`config.mk`:
```
export PLATFORM = sky130hd
export DESIGN_NAME = raytracer_dda
export DESIGN_NICKNAME = d
export VERILOG_FILES = /design/src/rtl/raytracer_pkg.sv /design/src/rtl/raytracer_dda_fsm.sv /design/src/rtl/raytracer_dda.sv
export SDC_FILE = /design/constraint.sdc
export NUM_CORES = 1
export LEC_CHECK = 0
export BUFFER_PORTS_ARGS = -buffer_cell sky130_fd_sc_hd__buf_2
export CORE_MARGIN = 3
export CORE_UTILIZATION = 50
export CTS_CLUSTER_DIAMETER = 40
export DETAILED_ROUTE_END_ITERATION = 10
export GPL_ROUTABILITY_DRIVEN = 1
export HOLD_SLACK_MARGIN = 0.02
export PLACE_DENSITY_LB_ADDON = 0.2
export SLEW_MARGIN = 20
export SYNTH_ARGS = -nofsm -noshare
export SYNTH_HDL_FRONTEND = slang
export SYNTH_SLANG_ARGS = --single-unit
```
`constraint.sdc`:
```
create_clock -name clock -period 3.18 [get_ports clock]
set_clock_uncertainty 0.15 [all_clocks]
set_input_delay 0.636 -clock clock [delete_from_list [all_inputs] [get_ports clock]]
set_output_delay 0.636 -clock clock [all_outputs]
set_load 0.01 [all_outputs]
```
`src/rtl/raytracer_pkg.sv`:
```
// Shared definitions for the raytracer_dda grid ray marcher: FSM state encoding,
// wall-orientation codes and fixed-point width helpers.
package raytracer_pkg;

  typedef enum logic [2:0] {
    ST_IDLE  = 3'd0,
    ST_LOAD  = 3'd1,
    ST_FETCH = 3'd2,
    ST_CHECK = 3'd3,
    ST_STEP  = 3'd4,
    ST_DONE  = 3'd5
  } state_t;

  localparam logic DIR_HORIZONTAL = 1'b0;
  localparam logic DIR_VERTICAL   = 1'b1;

  function automatic int pos_w(input int grid_bits, input int frac_bits);
    return grid_bits + frac_bits;
  endfunction

  // Common width holding |dir| for either axis (dir is one bit wider than pos).
  function automatic int mag_w(input int gx_bits, input int gy_bits, input int frac_bits);
    return ((gx_bits > gy_bits) ? gx_bits : gy_bits) + frac_bits + 1;
  endfunction

endpackage

```
`src/rtl/raytracer_dda_fsm.sv`:
```
// Control sequencer for raytracer_dda: state register, grid-read wait insertion
// and the busy/done strobes.
module raytracer_dda_fsm
  import raytracer_pkg::*;
#(
  parameter int MEM_LATENCY = 0
) (
  input  logic   i_clk,
  input  logic   i_rst_n,
  input  logic   i_start,
  input  logic   i_hit,
  input  logic   i_max,
  input  logic   i_oob,
  output state_t o_state,
  output logic   o_busy,
  output logic   o_done
);

  // After every position update the grid read either needs a wait cycle or not.
  localparam state_t AFTER_MOVE = (MEM_LATENCY != 0) ? ST_FETCH : ST_CHECK;

  state_t r_state;
  state_t w_next;

  always_ff @(posedge i_clk or negedge i_rst_n) begin
    if (!i_rst_n) r_state <= ST_IDLE;
    else          r_state <= w_next;
  end

  always_comb begin
    w_next = r_state;
    o_busy = 1'b1;
    o_done = 1'b0;
    case (r_state)
      ST_IDLE: begin
        o_busy = 1'b0;
        if (i_start) w_next = ST_LOAD;
      end
      ST_LOAD:  w_next = AFTER_MOVE;
      ST_FETCH: w_next = ST_CHECK;
      ST_CHECK: w_next = (i_hit || i_max) ? ST_DONE : ST_STEP;
      ST_STEP:  w_next = i_oob ? ST_DONE : AFTER_MOVE;
      ST_DONE: begin
        o_done = 1'b1;
        w_next = ST_IDLE;
      end
      default: begin
        o_busy = 1'b0;
        w_next = ST_IDLE;
      end
    endcase
  end

  assign o_state = r_state;

endmodule

```
`src/rtl/raytracer_dda.sv`:
```
// Fixed-point grid ray marcher: steps a ray through the map until a non-empty cell,
// the step limit, or (with RAYTRACER_OOB_CHECK_EN defined) leaving the map.
module raytracer_dda
  import raytracer_pkg::*;
#(
  parameter int GX_BITS     = 6,
  parameter int GY_BITS     = 5,
  parameter int FRAC_BITS   = 8,
  parameter int CELL_BITS   = 3,
  parameter int MAX_STEPS   = 255,
  parameter int STEP_BITS   = 8,
  parameter int MEM_LATENCY = 0
) (
  input  logic                                clock,
  input  logic                                resetn,
  input  logic                                start,
  input  logic        [GX_BITS+FRAC_BITS-1:0] x,
  input  logic        [GY_BITS+FRAC_BITS-1:0] y,
  input  logic signed [GX_BITS+FRAC_BITS:0]   dir_x,
  input  logic signed [GY_BITS+FRAC_BITS:0]   dir_y,
  output logic                                busy,
  output logic                                done,
  output logic        [GX_BITS-1:0]           grid_x,
  output logic        [GY_BITS-1:0]           grid_y,
  input  logic        [CELL_BITS-1:0]         grid_out,
  output logic        [GX_BITS-1:0]           result_x,
  output logic        [GY_BITS-1:0]           result_y,
  output logic                                result_dir,
  output logic        [CELL_BITS-1:0]         result_cell,
  output logic                                result_hit,
  output logic                                result_oob,
  output logic        [STEP_BITS-1:0]         result_steps
);

  localparam int PXW = pos_w(GX_BITS, FRAC_BITS);
  localparam int PYW = pos_w(GY_BITS, FRAC_BITS);
  localparam int MW  = mag_w(GX_BITS, GY_BITS, FRAC_BITS);
  localparam logic [STEP_BITS-1:0] STEP_LIMIT = STEP_BITS'(MAX_STEPS);

  state_t                 w_state;
  logic [PXW-1:0]         r_pos_x;
  logic [PYW-1:0]         r_pos_y;
  logic [GX_BITS-1:0]     r_prev_cx;
  logic [GY_BITS-1:0]     r_prev_cy;
  logic signed [PXW:0]    r_dir_x;
  logic signed [PYW:0]    r_dir_y;
  logic [STEP_BITS-1:0]   r_steps;
  logic [PXW-1:0]         w_next_x;
  logic [PYW-1:0]         w_next_y;
  logic [PXW:0]           w_mag_x;
  logic [PYW:0]           w_mag_y;
  logic                   w_hit, w_max, w_oob, w_cap;
  logic                   w_dx, w_dy, w_xmaj, w_dir;

  raytracer_dda_fsm #(.MEM_LATENCY(MEM_LATENCY)) u_fsm (
    .i_clk   (clock),
    .i_rst_n (resetn),
    .i_start (start),
    .i_hit   (w_hit),
    .i_max   (w_max),
    .i_oob   (w_oob),
    .o_state (w_state),
    .o_busy  (busy),
    .o_done  (done)
  );

`ifdef RAYTRACER_OOB_CHECK_EN
  // One extra bit catches both carry (past the far edge) and borrow (below zero).
  logic [PXW:0] w_sum_x;
  logic [PYW:0] w_sum_y;
  assign w_sum_x  = {1'b0, r_pos_x} + $unsigned(r_dir_x);
  assign w_sum_y  = {1'b0, r_pos_y} + $unsigned(r_dir_y);
  assign w_next_x = w_sum_x[PXW-1:0];
  assign w_next_y = w_sum_y[PYW-1:0];
  assign w_oob    = w_sum_x[PXW] | w_sum_y[PYW];
`else
  assign w_next_x = r_pos_x + r_dir_x[PXW-1:0];
  assign w_next_y = r_pos_y + r_dir_y[PYW-1:0];
  assign w_oob    = 1'b0;
`endif

  assign grid_x = r_pos_x[PXW-1:FRAC_BITS];
  assign grid_y = r_pos_y[PYW-1:FRAC_BITS];
  assign w_hit  = (grid_out != '0);
  assign w_max  = (r_steps == STEP_LIMIT);

  assign w_mag_x = r_dir_x[PXW] ? $unsigned(-r_dir_x) : $unsigned(r_dir_x);
  assign w_mag_y = r_dir_y[PYW] ? $unsigned(-r_dir_y) : $unsigned(r_dir_y);
  assign w_xmaj  = MW'(w_mag_x) > MW'(w_mag_y);
  assign w_dx    = (r_prev_cx != r_pos_x[PXW-1:FRAC_BITS]);
  assign w_dy    = (r_prev_cy != r_pos_y[PYW-1:FRAC_BITS]);
  // Single-axis crossings name the wall directly; otherwise the dominant axis decides.
  assign w_dir   = (w_dx && !w_dy) ? DIR_VERTICAL :
                   (w_dx == w_dy)  ? w_xmaj : DIR_HORIZONTAL;

  assign w_cap = ((w_state == ST_CHECK) && (w_hit || w_max)) ||
                 ((w_state == ST_STEP) && w_oob);

  always_ff @(posedge clock or negedge resetn) begin
    if (!resetn) begin
      r_pos_x      <= '0;
      r_pos_y      <= '0;
      r_prev_cx    <= '0;
      r_prev_cy    <= '0;
      r_dir_x      <= '0;
      r_dir_y      <= '0;
      r_steps      <= '0;
      result_x     <= '0;
      result_y     <= '0;
      result_dir   <= 1'b0;
      result_cell  <= '0;
      result_hit   <= 1'b0;
      result_oob   <= 1'b0;
      result_steps <= '0;
    end else begin
      if (w_state == ST_LOAD) begin
        r_pos_x   <= x;
        r_pos_y   <= y;
        r_prev_cx <= x[PXW-1:FRAC_BITS];
        r_prev_cy <= y[PYW-1:FRAC_BITS];
        r_dir_x   <= dir_x;
        r_dir_y   <= dir_y;
        r_steps   <= '0;
      end else if ((w_state == ST_STEP) && !w_oob) begin
        r_prev_cx <= r_pos_x[PXW-1:FRAC_BITS];
        r_prev_cy <= r_pos_y[PYW-1:FRAC_BITS];
        r_pos_x   <= w_next_x;
        r_pos_y   <= w_next_y;
        r_steps   <= r_steps + STEP_BITS'(1);
      end
      if (w_cap) begin
        result_x     <= r_pos_x[PXW-1:FRAC_BITS];
        result_y     <= r_pos_y[PYW-1:FRAC_BITS];
        result_dir   <= w_dir;
        result_cell  <= ((w_state == ST_CHECK) && w_hit) ? grid_out : '0;
        result_hit   <= (w_state == ST_CHECK) && w_hit;
        result_oob   <= (w_state == ST_STEP) && w_oob;
        result_steps <= r_steps;
      end
    end
  end

endmodule

```
==> flow_summary.yaml <==
detailed_routing:
  vias_per_cell: 5.56
  wl_per_cell_um: 16.1
  final_antenna_net_count: 0
  drc: 0
  drt-initial-drc-count: 317
  num_vias: 5203
  wirelength_um: 15000
  dr.pass1.iters: 5
logic_synthesis:
  syn_nets: 793
  yosysTopAreaCellShare_pct: 41.0
  synthArstFlopShare_pct: 100
  yosysSeqAreaShare_pct: 41.0
  synth-seq-cells: 102
  synth_area_per_cell_um2: 9.07
  synth_top_cell_by_area: "dfrtp_1"
  ys_warn_count: 0
  synthCells: 686
  synth.most_common_cell: "nand2_1"
  yosysUniqueCellTypes: 62
  synth_common_cells: "nand2_1, dfrtp_1, ha_1"
  synth_ff_type: "dfrtp_1"
  synth_edf_count: 0
  synthTopCellsByArea: "dfrtp_1, nand2_1, ha_1, mux2_2, xor2_1"
  synth_area_um2: 6220
power_and_ir_drop:
  swShare_pct: 45.4
  p_leak_nw: 3.43
  p_switching_mw: 3.98
  power.share.clock_pct: 12.8
  p_comb_share_pct: 57.4
  p_int_mw: 4.79
  vdd_drop_max_mv: 0.578
  p_seq_share_pct: 29.8
  power_density_nw_per_um2: 1230
  total_power_mw: 8.77
finish:
  finalNetCount: 869
  seq_area_um2: 2550
  multi_input_area_um2: 3390
  drive_above_1_share_pct: 19.7
  final_area_um2: 7110
  fillCellCount: 1092
  postLayoutCoreUtil_pct: 58.7
  final-instance-count-excl-fill: 935
  n_antenna_cell: 0
  synthToLayoutAreaGrowth_pct: 14.3
placement:
  portBuffers: 98
  globalplace.congestion: 0.858
  place_area_um2: 6800
  dp.cells: 919
  dp_hpwl_um: 11200
  dpl_worst_slack_ns: 0.271
flow_run:
  drv_cap: 0
clock_network:
  cts.repair.resized: 0
  clock_latency_ns: 0.35
  cts_tree: "done"
  cts_buffers: 9
  clock-sinks: 102
  cts_hold_buf: 0
  clk_path_buf_depth: 2
  htree_num_levels: 3
  post_cts_buffers: 0
  path_clk_slew_ns: 0.07
  clock-root-buffer: "clkbuf_16"
worst_setup_path:
  arrival_ns: 2.97
  startpoint_type: "register"
  slowest_stage: "dfrtp_1"
  critical_path_class: "register to register"
  end_kind: "register"
  critPathMaxStageDelay_ns: 0.45
  crit_top_cell: "nand4_1"
  cp.required_ns: 3.27
  path_cells: "nor3_1, nand2b_1, nor2_1, nand2_1, o31ai_1, xor2_1, ha_1, and4_1, nand4_1, o21ai_0, a211o_1, nand4_1, a21oi_1"
  cp_max_fo: 5
grt:
  grt_overflow: 0
  grt_pass1_wl_um: 25200
  antenna_found_initial: 0
  grt_usage_pct: 22.2
  grt_pass1_vias: 5140
  grt_max_degree: 73
floorplan:
  ioPinCount: 100
  num_rows: 40
  dieHeight_um: 118
  dieArea_um2: 13800
  start_util_pct: 51.4
  core-area_um2: 12100
  die_w_um: 118
timing:
  finalMaxSlewViolations: 0
  hold_viol: 0
  max_freq_mhz: 346
  worst_slack_ns: 0.293
  tns_ns: 0
  setup_viol_count_final: 0
  rsz0062_at_grt: "false"
  maxSlewHeadroom_pct: 38.7
  min_period_ns: 2.89
  whs_ns: 0.254
  period_share_pct: 90.8
  worst_pin_slew_ns: 0.920
status:
  status: "finished, final reports clean"
hold_path:
  hp-class: "input pin to asynchronous set/reset pin"
[registers in the layout, indices dropped and copies added (netlist names), 3 cells and up]
signal,cells
r_dir_x,15
r_dir_y,14
r_pos_x,14
r_pos_y,13
r_prev_cx,6
r_prev_cy,5
r_steps,8
result_cell,3
result_steps,8
result_x,6
result_y,5
u_fsm.o_state,3
[area by class of cell]
cell class | instances | share of cell area, %
clock buffer | 13 | 3.66
clock inverter | 3 | 0.598
inverter | 18 | 0.950
multi-input combinational | 524 | 47.7
tap | 168 | 2.96
timing repair buffer | 107 | 8.24
sequential | 102 | 35.9
[final timing paths]
| kind | from | end | slack [ns] | cells after the start |
|---|---|---|---|---|
| max reg2reg | r_dir_y[3] | result_dir | 0.29 | 13 |
| max in group asynchronous | resetn | r_dir_y[1] | 1.80 | 2 |
| min | resetn | result_cell[2] | 0.25 | 1 |
| min in group clock | dir_y[11] | r_dir_y[11] | 0.32 | 3 |
| min reg2reg | result_hit | result_hit | 0.32 | 2 |
| max | r_dir_y[3] | result_dir | 0.29 | 13 |
[critical path, delay by kind of cell (launching register included)]
family | cells | cell delay [ns]
fa+ha+maj | 1 | 0.26
compound gates | 4 | 0.70
simple gates | 7 | 1.03
xor+xnor | 1 | 0.20
flops | 1 | 0.45
[kinds of logic after synthesis]
family,Yosys count,synth area share (%)
xor gates and xnor gates,48,6.76
DFF,102,41.0
and+or+nand+nor,244,17.3
other,1,0.0603
AOI/OAI and AO/OA,162,16.6
muxes,24,4.28
buffers and inverters,60,4.73
adders and majority gates,45,9.29
[power by group through the flow]
stage               logic [mW]  registers (mW)  clock network (mW)
floorplan                 3.97            2.40                   0
global placement          4.85            2.58                   0
detailed placement        5.03            2.61                   0
CTS                       5.06            2.59                1.15
global route              5.72            2.69                1.21
finish                    5.03            2.61                1.13
[cells in the final DEF (no fill, tap or decap), drive strengths merged, types with 2 or more instances in the layout]
master    n
and3      3
o21bai    2
o41ai     3
nand2b    3
a211oi    4
xnor2    23
o21ai    43
and2      3
inv      18
or4       4
nor2b     7
o31ai    10
nor3     11
o221ai    3
a21boi    2
o211ai    2
nor4      4
or3       3
and3b     2
xor2     25
a31oi     9
mux2i     3
a22oi    18
dfrtp   102
a21o      8
mux2     21
fa        2
ha       43
nand2   147
a211o     4
nor2     33
nand4     4
buf     107
a21oi    39
o21a      5
nand3    14
clkbuf   13
[layer usage]
metal | track usage [%] | up-vias | share of wire (%)
met2 | 39.2 | 115 | 50
met5 | 0 | - | 0
met3 | 5.09 | 12 | 4.1
li1 | - | 2550 | -
met4 | 4.91 | 0 | 1.3
met1 | 27.8 | 2526 | 44
Note: power is estimated with default switching activity, not from simulation.
